===== src/rtl/clock_pkg.sv =====
// Shared types and helpers for the MainClock adjust-key controller.
// Optional auto-repeat is selected by CLOCK_ADJ_AUTOREPEAT_EN (see clock_adj_key_fsm).
package clock_pkg;

    typedef enum logic [2:0] {
        IDLE   = 3'd0,
        DEB_P  = 3'd1,
        HELD   = 3'd2,
        REPEAT = 3'd3,
        DEB_R  = 3'd4
    } key_state_t;

    localparam logic TGT_TIME  = 1'b0;
    localparam logic TGT_ALARM = 1'b1;

    // Bits needed to hold values 0..max_val, never less than one.
    function automatic int cnt_width(input int max_val);
        return ($clog2(max_val + 1) < 1) ? 1 : $clog2(max_val + 1);
    endfunction

endpackage


===== src/rtl/clock_adj_key_fsm.sv =====
// One adjust key: 2-flop synchroniser, press/release debounce, hold/auto-repeat and a
// one-deep pending request flag. Auto-repeat is built only when CLOCK_ADJ_AUTOREPEAT_EN is defined.
module clock_adj_key_fsm
    import clock_pkg::*;
#(
    parameter int DEB_MS  = 20,
    parameter int HOLD_MS = 600,
    parameter int REP_MS  = 200
) (
    input  logic       CP50,
    input  logic       nCR,
    input  logic       tick_ms,
    input  logic       i_key,
    input  logic       i_tgt,
    input  logic       i_grant,
    output logic       o_pend,
    output logic       o_tgt,
    output key_state_t o_state
);

    localparam int MAX_DH = (DEB_MS > HOLD_MS) ? DEB_MS : HOLD_MS;
    localparam int MAX_P  = (MAX_DH > REP_MS) ? MAX_DH : REP_MS;
    localparam int CW     = cnt_width(MAX_P);

    logic [1:0]    r_sync;
    key_state_t    r_state;
    key_state_t    r_ret;
    logic [CW-1:0] r_deb;
    logic          r_tgt;
    logic          r_pend;
`ifdef CLOCK_ADJ_AUTOREPEAT_EN
    logic [CW-1:0] r_cnt;
`endif
    logic          w_key;

    assign w_key   = r_sync[1];
    assign o_pend  = r_pend;
    assign o_tgt   = r_tgt;
    assign o_state = r_state;

    // The pending flag is cleared by a grant, but a request in the same cycle wins so it is not lost.
    always_ff @(posedge CP50 or negedge nCR) begin
        if (!nCR) begin
            r_sync  <= 2'b00;
            r_state <= IDLE;
            r_ret   <= HELD;
            r_deb   <= '0;
            r_tgt   <= TGT_TIME;
            r_pend  <= 1'b0;
`ifdef CLOCK_ADJ_AUTOREPEAT_EN
            r_cnt   <= '0;
`endif
        end else begin
            r_sync <= {r_sync[0], i_key};
            if (i_grant) begin
                r_pend <= 1'b0;
            end
            case (r_state)
                IDLE: begin
                    if (w_key) begin
                        r_state <= DEB_P;
                        r_deb   <= '0;
                    end
                end
                DEB_P: begin
                    if (!w_key) begin
                        r_state <= IDLE;
                    end else if (tick_ms) begin
                        if (r_deb == CW'(DEB_MS - 1)) begin
                            r_state <= HELD;
                            r_tgt   <= i_tgt;
                            r_pend  <= 1'b1;
`ifdef CLOCK_ADJ_AUTOREPEAT_EN
                            r_cnt   <= '0;
`endif
                        end else begin
                            r_deb <= r_deb + 1'b1;
                        end
                    end
                end
                HELD: begin
                    if (!w_key) begin
                        r_state <= DEB_R;
                        r_ret   <= HELD;
                        r_deb   <= '0;
                    end
`ifdef CLOCK_ADJ_AUTOREPEAT_EN
                    else if (tick_ms) begin
                        if (r_cnt == CW'(HOLD_MS - 1)) begin
                            r_state <= REPEAT;
                            r_pend  <= 1'b1;
                            r_cnt   <= '0;
                        end else begin
                            r_cnt <= r_cnt + 1'b1;
                        end
                    end
`endif
                end
`ifdef CLOCK_ADJ_AUTOREPEAT_EN
                REPEAT: begin
                    if (!w_key) begin
                        r_state <= DEB_R;
                        r_ret   <= REPEAT;
                        r_deb   <= '0;
                    end else if (tick_ms) begin
                        if (r_cnt == CW'(REP_MS - 1)) begin
                            r_pend <= 1'b1;
                            r_cnt  <= '0;
                        end else begin
                            r_cnt <= r_cnt + 1'b1;
                        end
                    end
                end
`endif
                DEB_R: begin
                    // A bounce back to 1 resumes the hold/repeat timing where it left off.
                    if (w_key) begin
                        r_state <= r_ret;
                    end else if (tick_ms) begin
                        if (r_deb == CW'(DEB_MS - 1)) begin
                            r_state <= IDLE;
                        end else begin
                            r_deb <= r_deb + 1'b1;
                        end
                    end
                end
                default: r_state <= IDLE;
            endcase
        end
    end

endmodule


===== src/rtl/clock_adj_ctrl.sv =====
// Adjust-key controller: two key FSMs, hour-priority arbiter, target mapping and run_en gating.
// Build with CLOCK_ADJ_AUTOREPEAT_EN defined to enable auto-repeat while a key is held.
module clock_adj_ctrl
    import clock_pkg::*;
#(
    parameter int DEB_MS  = 20,
    parameter int HOLD_MS = 600,
    parameter int REP_MS  = 200
) (
    input  logic CP50,
    input  logic nCR,
    input  logic tick_ms,
    input  logic EN,
    input  logic DisplayA,
    input  logic AdjH,
    input  logic AdjM,
    output logic time_inc_h,
    output logic time_inc_m,
    output logic alarm_inc_h,
    output logic alarm_inc_m,
    output logic sec_clr,
    output logic run_en,
    output logic adj_busy
);

    logic       w_pend_h, w_pend_m;
    logic       w_tgt_h, w_tgt_m;
    logic       w_grant_h, w_grant_m;
    logic       w_adj_time_h, w_adj_time_m;
    key_state_t w_state_h, w_state_m;

    logic r_time_inc_h, r_time_inc_m, r_alarm_inc_h, r_alarm_inc_m, r_sec_clr;

    clock_adj_key_fsm #(
        .DEB_MS (DEB_MS),
        .HOLD_MS(HOLD_MS),
        .REP_MS (REP_MS)
    ) u_key_h (
        .CP50   (CP50),
        .nCR    (nCR),
        .tick_ms(tick_ms),
        .i_key  (AdjH),
        .i_tgt  (DisplayA),
        .i_grant(w_grant_h),
        .o_pend (w_pend_h),
        .o_tgt  (w_tgt_h),
        .o_state(w_state_h)
    );

    clock_adj_key_fsm #(
        .DEB_MS (DEB_MS),
        .HOLD_MS(HOLD_MS),
        .REP_MS (REP_MS)
    ) u_key_m (
        .CP50   (CP50),
        .nCR    (nCR),
        .tick_ms(tick_ms),
        .i_key  (AdjM),
        .i_tgt  (DisplayA),
        .i_grant(w_grant_m),
        .o_pend (w_pend_m),
        .o_tgt  (w_tgt_m),
        .o_state(w_state_m)
    );

    // Hour wins; a waiting minute request issues the cycle after the hour pulse.
    assign w_grant_h = w_pend_h;
    assign w_grant_m = w_pend_m & ~w_pend_h;

    always_ff @(posedge CP50 or negedge nCR) begin
        if (!nCR) begin
            r_time_inc_h  <= 1'b0;
            r_time_inc_m  <= 1'b0;
            r_alarm_inc_h <= 1'b0;
            r_alarm_inc_m <= 1'b0;
            r_sec_clr     <= 1'b0;
        end else begin
            r_time_inc_h  <= w_grant_h & (w_tgt_h == TGT_TIME);
            r_alarm_inc_h <= w_grant_h & (w_tgt_h == TGT_ALARM);
            r_time_inc_m  <= w_grant_m & (w_tgt_m == TGT_TIME);
            r_sec_clr     <= w_grant_m & (w_tgt_m == TGT_TIME);
            r_alarm_inc_m <= w_grant_m & (w_tgt_m == TGT_ALARM);
        end
    end

    assign time_inc_h  = r_time_inc_h;
    assign time_inc_m  = r_time_inc_m;
    assign alarm_inc_h = r_alarm_inc_h;
    assign alarm_inc_m = r_alarm_inc_m;
    assign sec_clr     = r_sec_clr;

    assign w_adj_time_h = (w_state_h inside {HELD, REPEAT, DEB_R}) && (w_tgt_h == TGT_TIME);
    assign w_adj_time_m = (w_state_m inside {HELD, REPEAT, DEB_R}) && (w_tgt_m == TGT_TIME);

    assign run_en   = EN & ~(w_adj_time_h | w_adj_time_m);
    assign adj_busy = (w_state_h != IDLE) | (w_state_m != IDLE);

endmodule


===== config.mk =====
export PLATFORM = sky130hd
export DESIGN_NAME = clock_adj_ctrl
export DESIGN_NICKNAME = d
export VERILOG_FILES = /design/src/rtl/clock_pkg.sv /design/src/rtl/clock_adj_key_fsm.sv /design/src/rtl/clock_adj_ctrl.sv
export SDC_FILE = /design/constraint.sdc
export NUM_CORES = 1
export LEC_CHECK = 0
export ABC_CLOCK_PERIOD_IN_PS = 2100
export BUFFER_PORTS_ARGS = -buffer_cell sky130_fd_sc_hd__buf_2
export CORE_MARGIN = 1
export CORE_UTILIZATION = 45
export CTS_CLUSTER_DIAMETER = 30
export CTS_CLUSTER_SIZE = 20
export DETAILED_ROUTE_END_ITERATION = 6
export GPL_TIMING_DRIVEN = 1
export PLACE_DENSITY_LB_ADDON = 0.2
export RECOVER_POWER = 25
export REMOVE_ABC_BUFFERS = 1
export SYNTH_ARGS = -nofsm -noshare
export SYNTH_HDL_FRONTEND = slang
export SYNTH_HIERARCHICAL = 1
export SYNTH_SLANG_ARGS = --single-unit

===== constraint.sdc =====
create_clock -name CP50 -period 2.1 [get_ports CP50]
set_clock_uncertainty 0.1 [all_clocks]
set_input_delay 0.315 -clock CP50 [delete_from_list [all_inputs] [get_ports CP50]]
set_output_delay 0.315 -clock CP50 [all_outputs]
set_load 0.02 [all_outputs]

==> results of run 1 <==
## repair_timing
action / 4_1_cts / 5_1_grt
resized for setup: 0 / 0
endpoints found under the hold margin: 38 / 0
hold buffers: 1 / 0
setup endpoints to repair: 0 / 1
## state kept, by name (all words and copies together), names as in the netlist, 2 cells and up
signal / cells
u_key_h/o_state: 3
u_key_m/o_state: 3
u_key_h/r_sync: 2
u_key_m/r_sync: 2
u_key_m/r_deb: 10
u_key_h/r_deb: 10
## routing by layer
layer | up-vias | track usage
met5 | - | 0
met4 | 0 | 0.0733
met3 | 5 | 0.0447
met2 | 32 | 0.270
met1 | 774 | 0.248
li1 | 807 | -
## path summary, 6_finish.rpt
check                                    from           endpoint  cells after the start  slack [ns]
hold / removal                           AdjH  u_key_h/r_sync[0]                      1        0.03
min in group asynchronous                 nCR   u_key_h/r_deb[7]                      3        0.67
setup reg to reg           u_key_m/o_state[1]   u_key_m/r_deb[2]                      4        0.22
setup / recovery           u_key_m/o_state[1]             run_en                      4        0.18
max in group asynchronous                 nCR   u_key_h/r_deb[2]                      3        0.66
hold reg to reg             u_key_m/r_sync[0]  u_key_m/r_sync[1]                      0        0.25
## cells in the final DEF (no fill, tap or decap), types with 3 or more instances in the layout
master	count
sky130_fd_sc_hd__nor3_1	6
sky130_fd_sc_hd__mux2i_1	3
sky130_fd_sc_hd__buf_4	4
sky130_fd_sc_hd__a21oi_1	8
sky130_fd_sc_hd__nand2b_1	3
sky130_fd_sc_hd__clkbuf_8	6
sky130_fd_sc_hd__o21ai_1	5
sky130_fd_sc_hd__nor4b_2	4
sky130_fd_sc_hd__nand3_1	4
sky130_fd_sc_hd__a21o_1	4
sky130_fd_sc_hd__inv_1	11
sky130_fd_sc_hd__o21ai_0	15
sky130_fd_sc_hd__buf_2	13
sky130_fd_sc_hd__dfrtp_1	38
sky130_fd_sc_hd__a31oi_1	4
sky130_fd_sc_hd__nand2_1	17
sky130_fd_sc_hd__nor2_1	7
sky130_fd_sc_hd__nand4_1	6
sky130_fd_sc_hd__nor2b_1	4
sky130_fd_sc_hd__or3_1	4
## layout make-up
cell class / count / area [sq um]
multi-input combinational: 149 / 1050
clock inverter: 1 / 30.0
clock buffer: 6 / 82.6
inverter: 11 / 41.3
tap: 52 / 65.1
timing repair buffer: 19 / 110
fill: 396 / 2080
sequential: 38 / 951
## logic make-up (layout without fill, tap and decap cells)
logic type	after synthesis	in the layout
mux	5	5
flops	38	38
xor+xnor	2	2
compound gates	56	56
simple gates	84	84
fa+ha+maj	2	2
buf+inv	19	37
## through the flow
stage | hold slack (ns) | utilization | total power, mW
detailed placement | 0.235 | 0.501 | 0.940
floorplan | -0.0806 | - | 0.885
global route | 0.0239 | 0.528 | 1.63
CTS | 0.0186 | 0.528 | 1.58
global placement | 0.232 | 0.501 | 0.939
finish | 0.0275 | 0.528 | 1.56
## power by group
group / switching (mW) / internal, mW / total [mW]
Clock: 0.253 / 0.380 / 0.633
Sequential: 0.0378 / 0.759 / 0.797
Combinational: 0.0747 / 0.0556 / 0.130
Total: 0.365 / 1.19 / 1.56
==> out/results.md, run 1 <==
| Group | Parameter | Reported |
|:---|:---|:---|
| run status | Status | completed |
| route | Uppermost routed layer | met4 |
| placed design | Final weighted congestion in routability-driven placement | 0.823 |
| floorplanning | Top-level port count | 14 |
| floorplanning | Floorplan die height | 70.3 um |
| floorplanning | Initial cell density of the core | 0.475 |
| finish | Post-route cell area | 2330 sq um |
| setup path | Start-to-end type of the worst setup path | reg2out |
| synthesis | Most used DFF post-synth | sky130_fd_sc_hd__dfrtp_1 |
| placed design | Dpl cell area | 2210 sq um |
| setup path | Worst Path Arrival | 1.50 ns |
| setup path | Critical path cell sequence | nor2b_1 > o21ai_1 > o211a_1 > buf_2 |
| route | Wire length per cell after detailed routing | 14.4 um |
| power and ir drop | Worst VDD drop | 0.000294 V |
| synthesis | Post-synthesis xor/xnor area fraction | 0.00835 |
| timing | Final period utilization | 0.913 |
| synthesis | Fraction of synthesis flops using an asynchronous set or reset pin | 1.00 |
| route | Detailed-routing iteration count for the pre-antenna-repair pass | 4 |
| route | DRT met1 WL | 2010 um |
| clock tree | Number of buffers between clock root and the deepest sink | 2 |
| timing | Minimum clock period after layout | 1.92 ns |
| timing | Maximum clock rate | 0.522 GHz |
| power and ir drop | Pwr per Cell Area | 669 nW/um^2 |
| synthesis | Number of distinct library cells after synthesis | 60 |
| synthesis | Largest family of logic cells by synthesized area | simple AND/OR/NAND/NOR gates |
| synthesis | Gate count after technology mapping | 206 |
| floorplanning | Core area | 4410 sq um |
| setup path | CP delay by family, top | flip-flops |
| route | Count of antenna-violating nets left after detailed routing | 0 |
| synthesis | Cell Area, Synth | 2100 sq um |
| global routing | Global-route wire length before repair | 7140 um |
| finish | Nets@finish | 233 |
| route | Wire length on met2 | 1770 um |
| setup path | Delay of the slowest cell on the worst path | 0.54 ns |
| clock tree | Source-to-sink clock delay at the later pin of the worst-skew pair | 0.29 ns |
| floorplanning | Die area | 4940 sq um |
| synthesis | Share of the synthesized area in the top cell type | 0.453 |
| clock tree | Number of buffers inserted during clock tree synthesis | 5 |
| clock tree | Root buffer cell | sky130_fd_sc_hd__clkbuf_8 |
| placed design | Minimum setup slack after placement | 0.184 ns |
| route | Routed vias/inst | 5.86 |
| timing | Finish-stage setup viols | 0 |
| synthesis | Number of synthesized register bits | 38 |
| clock tree | Number of sinks on the clock net | 38 |
| timing | Accumulated negative setup slack | 0 ns |
| clock tree | TritonCTS clock tree | yes |
| timing | Count of final max-slew check failures | 0 |
| finish | Area delta synth->final | 11.0% |
| global routing | Overflow left after global routing | 0 |
| global routing | Total global routing track utilization | 0.180 |
| timing | Transition time at the pin with the least slew margin | 0.922 ns |
| route | Total number of vias | 1618 |
| synthesis | Number of synthesis warnings | 6 |
| synthesis | Most frequently used cell type in the post-synthesis netlist | sky130_fd_sc_hd__dfrtp_1 |
| synthesis | Average cell area after synthesis | 10.2 sq um |
| clock tree | Number of setup buffers added after CTS | 0 |
| floorplanning | Standard-cell row count | 24 |
| timing | Final number of hold-violating endpoints | 0 |
| timing | Remaining max-slew budget at the tightest pin | 0.386 |
| route | Number of design rule violations left after detail routing | 0 |
| global routing | Maximum number of pins on one net before global-route repair | 39 |
| global routing | Number of antenna violations at the first check in global routing | 0 |
| floorplanning | Horiz. Die Dim | 70.3 um |
| finish | Final cell count without fillers | 276 |
| placed design | Post-detail-place hpwl | 2710 um |
| setup path | Critical path's slowest cell | sky130_fd_sc_hd__dfrtp_1 |
| synthesis | Share of synthesized area occupied by flip-flops and latches | 0.453 |
| route | Aggregate routed wire length | 3990 um |
| synthesis | Number of enable flip-flop cells after synthesis | 0 |
| clock tree | Maximum level of the CTS H-tree | 2 |
| setup path | Kind of start point of the critical path | flop |
| placed design | Placed Cells incl. Taps | 268 |
| synthesis | Post-synthesis adder-cell area fraction | 0.0119 |
| route | Starting DRT DRC Count | 84 |
| timing | Setup repair after global routing missed its margin | no |
| setup path | Combined buffer and inverter count along the critical path | 1 |
| synthesis | Compound-cell area share of the yosys netlist | 0.175 |
| synthesis | Top cell types by occurrence after synthesis | sky130_fd_sc_hd__dfrtp_1, sky130_fd_sc_hd__nand2_1, sky130_fd_sc_hd__o21ai_0, sky130_fd_sc_hd__inv_1, sky130_fd_sc_hd__a21oi_1 |
| power and ir drop | Static Leakage | 0.986 nW |
| setup path | Required time at the endpoint of the critical path | 1.68 ns |
| clock tree | Clock-pin slew of the registers on the worst-case setup and hold paths | 0.08 ns |
| route | Total met3 wirelength after detailed routing | 150 um |
| setup path | Maximum fanout encountered on the critical timing path | 14 |
| timing | Least setup slack across all paths after layout | 0.184 ns |
| worst hold path | HP Class | in2reg |
| placed design | Quantity of I/O buffers inserted on ports | 13 |
| synthesis | Multiplexer share of the synthesized area | 0.0286 |
| setup path | Kind of end point of the critical path | output pin |
| finish | Antenna diode count | 0 |
| synthesis | Cell taking the most area after synthesis | sky130_fd_sc_hd__dfrtp_1 |
| synthesis | Top cells by area in the synthesized netlist | sky130_fd_sc_hd__dfrtp_1, sky130_fd_sc_hd__o21ai_0, sky130_fd_sc_hd__nand2_1 |
| finish | Fraction of layout cells with a size suffix above 1 | 0.188 |
| synthesis | Simple logic cell fraction of the synthesized area | 0.277 |
| job | Number of violations of the max-capacitance limit | 0 |
| global routing | Number of global-route vias before repair | 1553 |
Note: power is estimated with default switching activity, not from simulation.
==> inputs of run 2 (changes only) <==
--- a/config.mk
+++ b/config.mk
@@ -7,6 +7,7 @@
 export LEC_CHECK = 0
 export ABC_CLOCK_PERIOD_IN_PS = 2100
 export BUFFER_PORTS_ARGS = -buffer_cell sky130_fd_sc_hd__buf_2
+export CORE_ASPECT_RATIO = 1.4
 export CORE_MARGIN = 1
 export CORE_UTILIZATION = 45
 export CTS_CLUSTER_DIAMETER = 30
==> run 2 against run 1 <==
Effect of this change: sequential share of layout area is 0.98 points lower; combinational power hardly changed; register-to-register slack better by 0.02 ns; utilization is 0.28 points higher; critical path type unchanged; critical endpoint unchanged; first-iteration DRC count is 8.3% lower.
==> out/results.md, run 2 (synthesized netlist as in run 1, its figures left out) <==
| Group | Parameter | Reported |
|:---|:---|:---|
| global routing | GR Layer Usage met3 | 0.0310 |
| power and ir drop | Worst VDD drop | 0.000416 V |
| setup path | Maximum fanout encountered on the critical timing path | 13 |
| floorplanning | Initial cell density of the core | 0.466 |
| setup path | Kind of end point of the critical path | output pin |
| finish | Leading registers by flop count | u_key_h/r_deb x10, u_key_m/r_deb x10 |
| global routing | Number of global-route vias before repair | 1564 |
| clock tree | Number of sinks on the clock net | 38 |
| placed design | Post-detail-place hpwl | 3010 um |
| finish | Nets@finish | 235 |
| timing | Count of final max-slew check failures | 0 |
| route | Number of design rule violations left after detail routing | 0 |
| clock tree | Root buffer cell | sky130_fd_sc_hd__clkbuf_8 |
| finish | Most frequent cells in the layout | sky130_fd_sc_hd__dfrtp_1, sky130_fd_sc_hd__nand2_1, sky130_fd_sc_hd__o21ai_0 |
| finish | Post-route cell area | 2390 sq um |
| clock tree | Cells resized by post-CTS repair | 0 |
| global routing | Global-route wire length before repair | 7310 um |
| timing | Accumulated negative setup slack | 0 ns |
| power and ir drop | Proportion of power drawn by the clock network | 0.455 |
| floorplanning | Die area | 4940 sq um |
| timing | Final number of hold-violating endpoints | 0 |
| route | Aggregate routed wire length | 4330 um |
| floorplanning | Top-level port count | 14 |
| timing | Finish-stage setup viols | 0 |
| finish | Most frequent standard cell in the layout excluding fill and tap cells | sky130_fd_sc_hd__dfrtp_1 |
| job | Number of violations of the max-capacitance limit | 0 |
| placed design | Quantity of I/O buffers inserted on ports | 13 |
| power and ir drop | Net switching component of the power | 0.385 mW |
| setup path | Worst Path Arrival | 1.53 ns |
| finish | Antenna diode count | 0 |
| clock tree | Maximum level of the CTS H-tree | 2 |
| setup path | Kind of start point of the critical path | flop |
| clock tree | Number of setup buffers added after CTS | 0 |
| global routing | Total global routing track utilization | 0.202 |
| setup path | Reg2reg setup slack | 0.24 ns |
| route | Total number of vias | 1643 |
| timing | Setup repair after global routing missed its margin | no |
| clock tree | TritonCTS clock tree | yes |
| setup path | Required time at the endpoint of the critical path | 1.68 ns |
| clock tree | Source-to-sink clock delay at the later pin of the worst-skew pair | 0.30 ns |
| route | Detailed-routing iteration count for the pre-antenna-repair pass | 4 |
| route | Routed vias/inst | 5.69 |
| global routing | Maximum number of pins on one net before global-route repair | 39 |
| finish | Fraction of layout cells with a size suffix above 1 | 0.198 |
| timing | Transition time at the pin with the least slew margin | 0.947 ns |
| global routing | Overflow left after global routing | 0 |
| route | Starting DRT DRC Count | 77 |
| placed design | Final weighted congestion in routability-driven placement | 0.827 |
| route | Wire length per cell after detailed routing | 15.0 um |
| run status | Status | completed |
| global routing | Top Usage Layer GRT | met2 |
| floorplanning | Horiz. Die Dim | 59.7 um |
| power and ir drop | Switching Fraction | 0.226 |
| timing | Minimum clock period after layout | 1.94 ns |
| global routing | Number of antenna violations at the first check in global routing | 0 |
| finish | Utilization of the core after routing | 0.531 |
| floorplanning | Standard-cell row count | 29 |
| floorplanning | Core area | 4500 sq um |
| global routing | Met1 capacity usage during global routing | 0.236 |
| timing | Remaining max-slew budget at the tightest pin | 0.369 |
| power and ir drop | Internal power consumption | 1.32 mW |
| clock tree | Clock-pin slew of the registers on the worst-case setup and hold paths | 0.08 ns |
| power and ir drop | Pwr per Cell Area | 715 nW/um^2 |
| global routing | Met2 Resource Use GR | 0.343 |
| power and ir drop | Sequential Power Share | 0.467 |
| clock tree | Number of buffers inserted during clock tree synthesis | 5 |
| timing | Maximum clock rate | 0.515 GHz |
| power and ir drop | Static Leakage | 1.01 nW |
| timing | Final period utilization | 0.925 |
| worst hold path | HP Class | in2reg |
| placed design | Dpl cell area | 2240 sq um |
| power and ir drop | Comb power frac | 0.078 |
| clock tree | Number of buffers between clock root and the deepest sink | 2 |
| setup path | Start-to-end type of the worst setup path | reg2out |
| route | Count of antenna-violating nets left after detailed routing | 0 |
| finish | Area delta synth->final | 13.8% |
| floorplanning | Floorplan die height | 82.8 um |
## run 2: metrics by stage
stage,power [mW],hold slack (ns),std cells,worst slack (ns)
2_1_floorplan,0.885,-0.0806,198,0.327
3_3_place_gp,0.940,0.232,280,0.279
3_5_place_dp,0.944,0.235,280,0.251
4_1_cts,1.73,0.0107,289,0.151
5_1_grt,1.79,0.0146,289,0.0738
6_report,1.71,0.0199,289,0.158
## run 2: power groups by stage
stage	logic (mW)	clock network, mW	registers [mW]
final	0.133	0.777	0.797
after global routing	0.152	0.835	0.802
after CTS	0.134	0.799	0.796
after detailed placement	0.133	0	0.811
after global placement	0.131	0	0.810
after floorplan	0.0834	0	0.802
## run 2: worst paths after layout
kind | cells after the start | endpoint | from
min reg2reg | 0 | u_key_m/r_sync[1] | u_key_m/r_sync[0]
max in group asynchronous | 3 | u_key_m/r_deb[5] | nCR
max | 4 | run_en | u_key_h/o_state[1]
min in group asynchronous | 3 | u_key_h/r_deb[9] | nCR
max reg2reg | 4 | u_key_m/o_tgt | u_key_m/r_deb[5]
min | 1 | u_key_m/r_sync[0] | AdjM
## run 2: what timing repair did
action                                  in CTS  in global routing
endpoints found under the setup margin       0                  0
hold endpoints to repair                    38                  0
hold buffers                                 1                  0
## run 2: area by class of cell
class	count	area, sq um
clock inverter	2	60.1
timing repair buffer	21	125
fill	432	2110
sequential	38	951
inverter	11	41.3
clock buffer	6	82.6
tap	62	77.6
multi-input combinational	149	1050
## run 2: per-layer routing
metal  up-vias  routed length [um]
li1        807                   -
met1       808                1930
met2        19                2210
met3         9                  79
met4         0                 106
met5         -                   0
## run 2: worst max-delay path, cell delays in order, from the launching register on
cell                      delay (ns)
sky130_fd_sc_hd__dfrtp_1        0.55
sky130_fd_sc_hd__nor2_1         0.19
sky130_fd_sc_hd__mux2i_1        0.10
sky130_fd_sc_hd__o211a_1        0.22
sky130_fd_sc_hd__buf_2          0.15
